**config.mk**
```make
export PLATFORM = sky130hd
export DESIGN_NAME = cmd_arb
export DESIGN_NICKNAME = d
export VERILOG_FILES = /design/src/rtl/cmd_arb.sv
export SDC_FILE = /design/constraint.sdc
export NUM_CORES = 1
export LEC_CHECK = 0
export CORE_MARGIN = 10
export CORE_UTILIZATION = 30
export CTS_BUF_LIST = sky130_fd_sc_hd__clkbuf_4 sky130_fd_sc_hd__clkbuf_8
export DETAILED_ROUTE_END_ITERATION = 8
export HOLD_SLACK_MARGIN = 0.15
export PLACE_DENSITY = 0.54
export SKIP_LAST_GASP = 1
export SLEW_MARGIN = 20
export SYNTH_ARGS = -nofsm -noshare
export SYNTH_HDL_FRONTEND = slang
export SYNTH_SLANG_ARGS = --single-unit
```
**constraint.sdc**
```tcl
create_clock -name clk -period 2.65 [get_ports clk]
set_clock_uncertainty 0.05 [all_clocks]
set_input_delay 0.3975 -clock clk [delete_from_list [all_inputs] [get_ports clk]]
set_output_delay 0.3975 -clock clk [all_outputs]
set_load 0.05 [all_outputs]
```
**src/rtl/cmd_arb.sv**
```systemverilog
`default_nettype none
// ============================================================================
// Module   : cmd_arb
// Brief    : Two-source command arbiter with STOP precedence, round-robin
//            tie-break and an acknowledge timeout for the command processor.
// Revision : 1.0 - initial release
// ============================================================================
module cmd_arb #(
    parameter int TIMEOUT  = 1024,
    parameter int STOP_PRI = 1
) (
    input  logic       clk,
    input  logic       rst,
    input  logic       rdy0,
    input  logic [7:0] cmd0,
    output logic       clr_rdy0,
    input  logic       rdy1,
    input  logic [7:0] cmd1,
    output logic       clr_rdy1,
    output logic       cmd_rdy,
    output logic [7:0] cmd,
    input  logic       clr_cmd_rdy,
    output logic [1:0] gnt,
    output logic       timeout_err
);

    localparam int            TW    = $clog2(TIMEOUT);
    localparam logic [TW-1:0] TLAST = TW'(TIMEOUT - 1);

    typedef enum logic [1:0] {
        IDLE    = 2'd0,
        PRESENT = 2'd1,
        RELEASE = 2'd2
    } state_t;

    state_t        r_state, w_state_nx;
    logic [TW-1:0] r_timer, w_timer_nx;
    logic          r_rr, w_rr_nx;
    logic [7:0]    w_cmd_nx;
    logic [1:0]    w_gnt_nx;
    logic          w_cmd_rdy_nx, w_clr0_nx, w_clr1_nx, w_terr_nx;
    logic          w_stop0, w_stop1, w_win1;

    assign w_stop0 = (cmd0[7:6] == 2'b00);
    assign w_stop1 = (cmd1[7:6] == 2'b00);

    // A single STOP among two contenders wins; otherwise rr picks the source.
    always_comb begin
        if (rdy0 && !rdy1)
            w_win1 = 1'b0;
        else if (!rdy0 && rdy1)
            w_win1 = 1'b1;
        else if ((STOP_PRI != 0) && (w_stop0 != w_stop1))
            w_win1 = w_stop1;
        else
            w_win1 = r_rr;
    end

    always_comb begin
        w_state_nx   = r_state;
        w_timer_nx   = r_timer;
        w_rr_nx      = r_rr;
        w_cmd_nx     = cmd;
        w_gnt_nx     = gnt;
        w_cmd_rdy_nx = cmd_rdy;
        w_clr0_nx    = 1'b0;
        w_clr1_nx    = 1'b0;
        w_terr_nx    = 1'b0;
        case (r_state)
            IDLE: begin
                if (rdy0 || rdy1) begin
                    w_cmd_nx     = w_win1 ? cmd1 : cmd0;
                    w_gnt_nx     = w_win1 ? 2'b10 : 2'b01;
                    w_cmd_rdy_nx = 1'b1;
                    w_timer_nx   = '0;
                    w_state_nx   = PRESENT;
                end
            end
            PRESENT: begin
                if (r_timer != TLAST)
                    w_timer_nx = r_timer + 1'b1;
                if (clr_cmd_rdy || (r_timer == TLAST)) begin
                    w_cmd_rdy_nx = 1'b0;
                    w_clr0_nx    = gnt[0];
                    w_clr1_nx    = gnt[1];
                    w_terr_nx    = !clr_cmd_rdy;
                    w_state_nx   = RELEASE;
                end
            end
            RELEASE: begin
                w_gnt_nx   = 2'b00;
                w_rr_nx    = gnt[0];
                w_state_nx = IDLE;
            end
            default: begin
                w_gnt_nx     = 2'b00;
                w_cmd_rdy_nx = 1'b0;
                w_state_nx   = IDLE;
            end
        endcase
    end

    always_ff @(posedge clk or posedge rst) begin
        if (rst) begin
            r_state     <= IDLE;
            r_timer     <= '0;
            r_rr        <= 1'b0;
            cmd         <= 8'h00;
            gnt         <= 2'b00;
            cmd_rdy     <= 1'b0;
            clr_rdy0    <= 1'b0;
            clr_rdy1    <= 1'b0;
            timeout_err <= 1'b0;
        end else begin
            r_state     <= w_state_nx;
            r_timer     <= w_timer_nx;
            r_rr        <= w_rr_nx;
            cmd         <= w_cmd_nx;
            gnt         <= w_gnt_nx;
            cmd_rdy     <= w_cmd_rdy_nx;
            clr_rdy0    <= w_clr0_nx;
            clr_rdy1    <= w_clr1_nx;
            timeout_err <= w_terr_nx;
        end
    end

endmodule
`default_nettype wire

```
# Word-level counts from Yosys, hierarchy flattened
# Index checks and enable logic that the tools add are counted.
# word_totals
regBits	27
latch_bits	0
mem_bits_rw	0
rom_bits	0
inputBits	21
output_inout_bits	14
elab_cells	58
mem_count	0
# op_classes
n_addsub	1
n_mul	0
n_div	0
magnitude_cmp	0
eq_ne	8
n_shift	0
muxes	22
n_bitwise	2
reduce_logical	16
# op_table
operator	count
10-bit 2-to-1 mux	2
10-bit case mux with 2 select lines	1
1-bit 2-to-1 mux	11
10-bit by 1-bit adder with 10-bit output (second input constant)	1
10-bit equality test (second input constant)	1
10-bit inequality test (second input constant)	1
2-bit 2-to-1 mux	4
8-bit 2-to-1 mux	1
2-bit case mux with 2 select lines	2
2-bit zero test	3
2-bit inequality test (second input constant)	3
2-bit AND reduction	3
3-bit AND reduction	2
1-bit zero test	3
1-bit case mux with 3 select lines	1
2-bit by 1-bit equality test with 1-bit output (second input constant)	1
2-bit equality test (second input constant)	1
1-bit logical AND	2
1-bit logical OR	2
1-bit NOT	2
2-bit nonzero test	1
1-bit inequality test	1

# Longest topological paths before layout
# depth
word_depth	8
mapped_depth	7
mapped_depth_nobuf	5

# Worst setup path after synthesis
# OpenSTA, ideal clock, no wires.
# synth_path
kind	flip-flop to flip-flop
start	register r_state[0]
end	register cmd[4]
setup_ns	0.066
t_arrival_ns	1.361
t_required_ns	2.534
slack_ns	1.173
stages_incl_launch_ff	8
path_buffers	3
synth_period_minus_slack_ns	1.477
path_cell_list	dfrtp_1 buf_6 or2_1 buf_2 buf_6 a2bb2oi_1 o221ai_1 a31o_1
# synth_via
elab_chain_cells	2
# synth_lines
item	line_no	rtl
from (decl)	36	state_t r_state, w_state_nx;
from (signal assigned)	115	r_state <= w_state_nx;
2-bit zero test	69	case (r_state)
2-bit AND reduction (no line)	n/a	
to (signal assigned)	118	cmd <= w_cmd_nx;
to (decl)	21	output logic [7:0] cmd,
# Every way passes these cells.
# A chain may end at the register's enable or synchronous reset.

# Worst setup path in the final report
# layout_path
start	input cmd0[7]
end	register cmd[0]
# layout_via
elab_chain_cells	6
# layout_lines
item	line_no	rtl
from (decl)	15	input logic [7:0] cmd0,
2-bit zero test	44	assign w_stop0 = (cmd0[7:6] == 2'b00);
1-bit inequality test	53	else if ((STOP_PRI != 0) && (w_stop0 != w_stop1))
1-bit 2-to-1 mux	53	
1-bit 2-to-1 mux	51	else if (!rdy0 && rdy1)
1-bit 2-to-1 mux	49	if (rdy0 && !rdy1)
8-bit 2-to-1 mux	72	w_cmd_nx = w_win1 ? cmd1 : cmd0;
# Every way passes these cells.

==> metrics.md <==
| Metric | Value |
|---|---|
| Status | finished, final reports clean |
| Total GRT Usage | 9.57% |
| H-Tree Depth | 1 |
| Comb power frac | 55.4% |
| Slowest library cell on the worst path | o2bb2ai_2 |
| Initial Utilization | 31.6% |
| Worst Setup Start Kind | primary input |
| Via density | 5.29 |
| Synth unique cells | 45 |
| Crit path kind | in -> reg |
| Number of max-slew violations in the final report | 0 |
| Fin. Hold Viols | 0 |
| Leading area contributor after synthesis | dfrtp_1 |
| Total gr overflow | 0 |
| Post-synthesis cell area | 0.00152 mm² |
| Final Cycle Share | 75.4% |
| # hold bufs at CTS | 0 |
| Routed length per instance | 15.5 µm |
| Post-synth ARST share | 100% |
| Area contributors post-synth | dfrtp_1, nand3_1, nand2_1 |
| IO Port Bufs | 34 |
| Core area | 0.00482 mm² |
| Sw Share | 47.0% |
| Lkg Pwr | 0.785 nW |
| Number of antenna diodes | 0 |
| Pwr dens | 1040 mW/mm² |
| Setup Viol. Count Final | 0 |
| First-pass GRT wire length | 6780 µm |
| Die width | 91.2 µm |
| Post-synth EDFFs | 0 |
| Clock Path Buffers | 2 |
| Clock root buffer | clkbuf_8 |
| DP Wirelength | 3040 µm |
| Setup TNS | 0 ns |
| Critical path data arrival time | 2.11 ns |
| Cells after Synth | 159 |
| Vias in the first global route | 1,403 |
| Yosys reg bits | 27 |
| F_max | 501 MHz |
| Largest net degree at the start of global routing | 28 |
| Post-CTS Setup Bufs | 0 |
| Drt pass-1 iters | 4 |
| Worst-skew pair later-pin latency | 0.28 ns |
| Iter 0 DRT Violations | 66 |
| CTS clk-pin slew, worst paths | 0.10 ns |
| Internal Power | 1.08 mW |
| Share of layout cells above drive strength 1 | 9.38% |
| Clock power frac | 11.7% |
| Cts bufs inserted | 3 |
| Routability cong. | 0.780 |
| Maxcap violations | 0 |
| Max incr delay on CP | 0.57 ns |
| Placed cell areas | 0.00192 mm² |
| Die H | 91.2 µm |
| Worst hold path class | in -> async |
| Inst Count DP | 255 |
| Synth Flop Type | dfrtp_1 |
| Synth warn | 0 |
| Synth top area share | 44.4% |
| Clock sinks | 27 |
| Drc violations | 0 |
| Area growth syn-to-layout | 29.4% |
| TritonCTS clock tree | done |
| NetSw | 0.958 mW |
| Post-synthesis average cell area | 9.57 µm² |
| Final critical-path required period | 2.00 ns |
| Total wire length | 4020 µm |
| Initial antenna violation count | 0 |
| Rel. slew slack | 54.5% |
| Crit-path max FO | 17 |
| Sequential Power Share | 32.9% |
| Nets | 215 |
| Register area share after synthesis | 44.4% |
| RSZ-0062 raised after global routing | no |
| Measured slew at the worst slew-check pin | 0.679 ns |
| Total number of vias | 1,369 |
| Req. time, crit path | 2.76 ns |
| Row Count | 25 |
| I/O pin count | 35 |
| Fillers | 495 |
| Die area | 0.00832 mm² |
| Syn nets | 181 |
| Worst setup EP type | flip-flop |
| Antenna-violating nets left | 0 |
| VDD IR-drop max | 448 µV |
| Critical path cell sequence | clkdlybuf4s50_1 > o21a_1 > o2bb2ai_2 > o221ai_1 > a31o_1 |
| Finished Cell Area | 0.00197 mm² |
| Finished Layout Cells | 259 |
| Post-CTS sizing | 0 |
-- sequential cells by signal, summed over array words and instances (netlist names) --
name / cells
r_timer: 10
cmd: 8
gnt: 2
r_state: 2
clr_rdy0: 1
clr_rdy1: 1
cmd_rdy: 1
r_rr: 1
timeout_err: 1
-- worst paths after layout --
| path | start | endpoint | slack [ns] | cells after the start |
|---|---|---|---|---|
| hold reg to reg | r_timer[5] | r_timer[5] | 0.46 | 1 |
| max in group asynchronous | rst | cmd[1] | 1.86 | 3 |
| hold / removal | rst | r_timer[9] | 0.41 | 3 |
| setup / recovery | cmd0[7] | cmd[0] | 0.65 | 5 |
| setup reg to reg | r_state[0] | r_timer[7] | 0.74 | 4 |
| min in group clk | r_timer[5] | r_timer[5] | 0.46 | 1 |
-- power groups by stage --
stage,combinational [mW],sequential (mW),clock (mW)
finish,1.13,0.671,0.239
CTS,1.14,0.671,0.252
global placement,1.11,0.671,0
floorplan,0.539,0.955,0
detailed placement,1.14,0.678,0
global route,1.23,0.693,0.265
-- critical path, delay by kind of cell --
family	cells	cell delay, ns
AOI/OAI and AO/OA	4	1.23
buffers and inverters	1	0.48
-- cell type report --
class | instances | area, µm² | area share (%)
flip-flops and latches | 27 | 676 | 34.3
clock buffers | 3 | 41.3 | 2.10
multi-input cells | 118 | 772 | 39.2
inverters | 5 | 18.8 | 0.953
repair buffers | 38 | 370 | 18.8
well taps | 67 | 83.8 | 4.26
clock inverters | 1 | 7.51 | 0.381
-- synth_stat cells, drive strengths merged, types with 2 or more instances --
master and instances:
nand4 3, a2bb2oi 6, nor2b 2, a211oi 2
o21ai 7, and3 3, nor2 10, o211ai 2
o221ai 6, nand3 15, a22oi 2, nand2 19
nor3 6, a21oi 4, a31oi 2, dfrtp 27
and2 2, o21a 3, inv 5, clkbuf 3
a31o 6, buf 6, o31ai 5, nand4b 2
-- layer usage --
layer / routed length [µm] / track usage, %
met4: 52 / 2.22
met1: 1730 / 11.4
met2: 2040 / 16.1
met5: 0 / 0
met3: 203 / 3.37
-- logic make-up after synthesis --
family / Yosys count / share of synthesized area [%]
flops: 27 / 44.4
compound gates: 49 / 25.2
buf+inv: 14 / 4.85
mux: 2 / 1.40
simple gates: 66 / 23.4
fa+ha+maj: 1 / 0.822
-- stage by stage --
stage | utilization, % | hold WS [ns] | worst slack [ns] | power (mW)
after floorplan | - | 0.400 | 1.17 | 1.49
after global placement | 39.9 | 0.439 | 0.494 | 1.78
after detailed placement | 39.9 | 0.447 | 0.373 | 1.82
after CTS | 40.9 | 0.429 | 0.661 | 2.06
after global routing | 40.9 | 0.434 | 0.558 | 2.19
final | 40.9 | 0.413 | 0.653 | 2.04
-- layout by cell type (no fill, tap or decap), types with 6 or more instances in the layout --
cell,n
nand3_1,15
nand2_1,19
a31o_1,6
nor2_1,8
a2bb2oi_1,6
clkdlybuf4s50_1,34
o221ai_1,6
dfrtp_1,27
(Power assumes the default switching activity.)
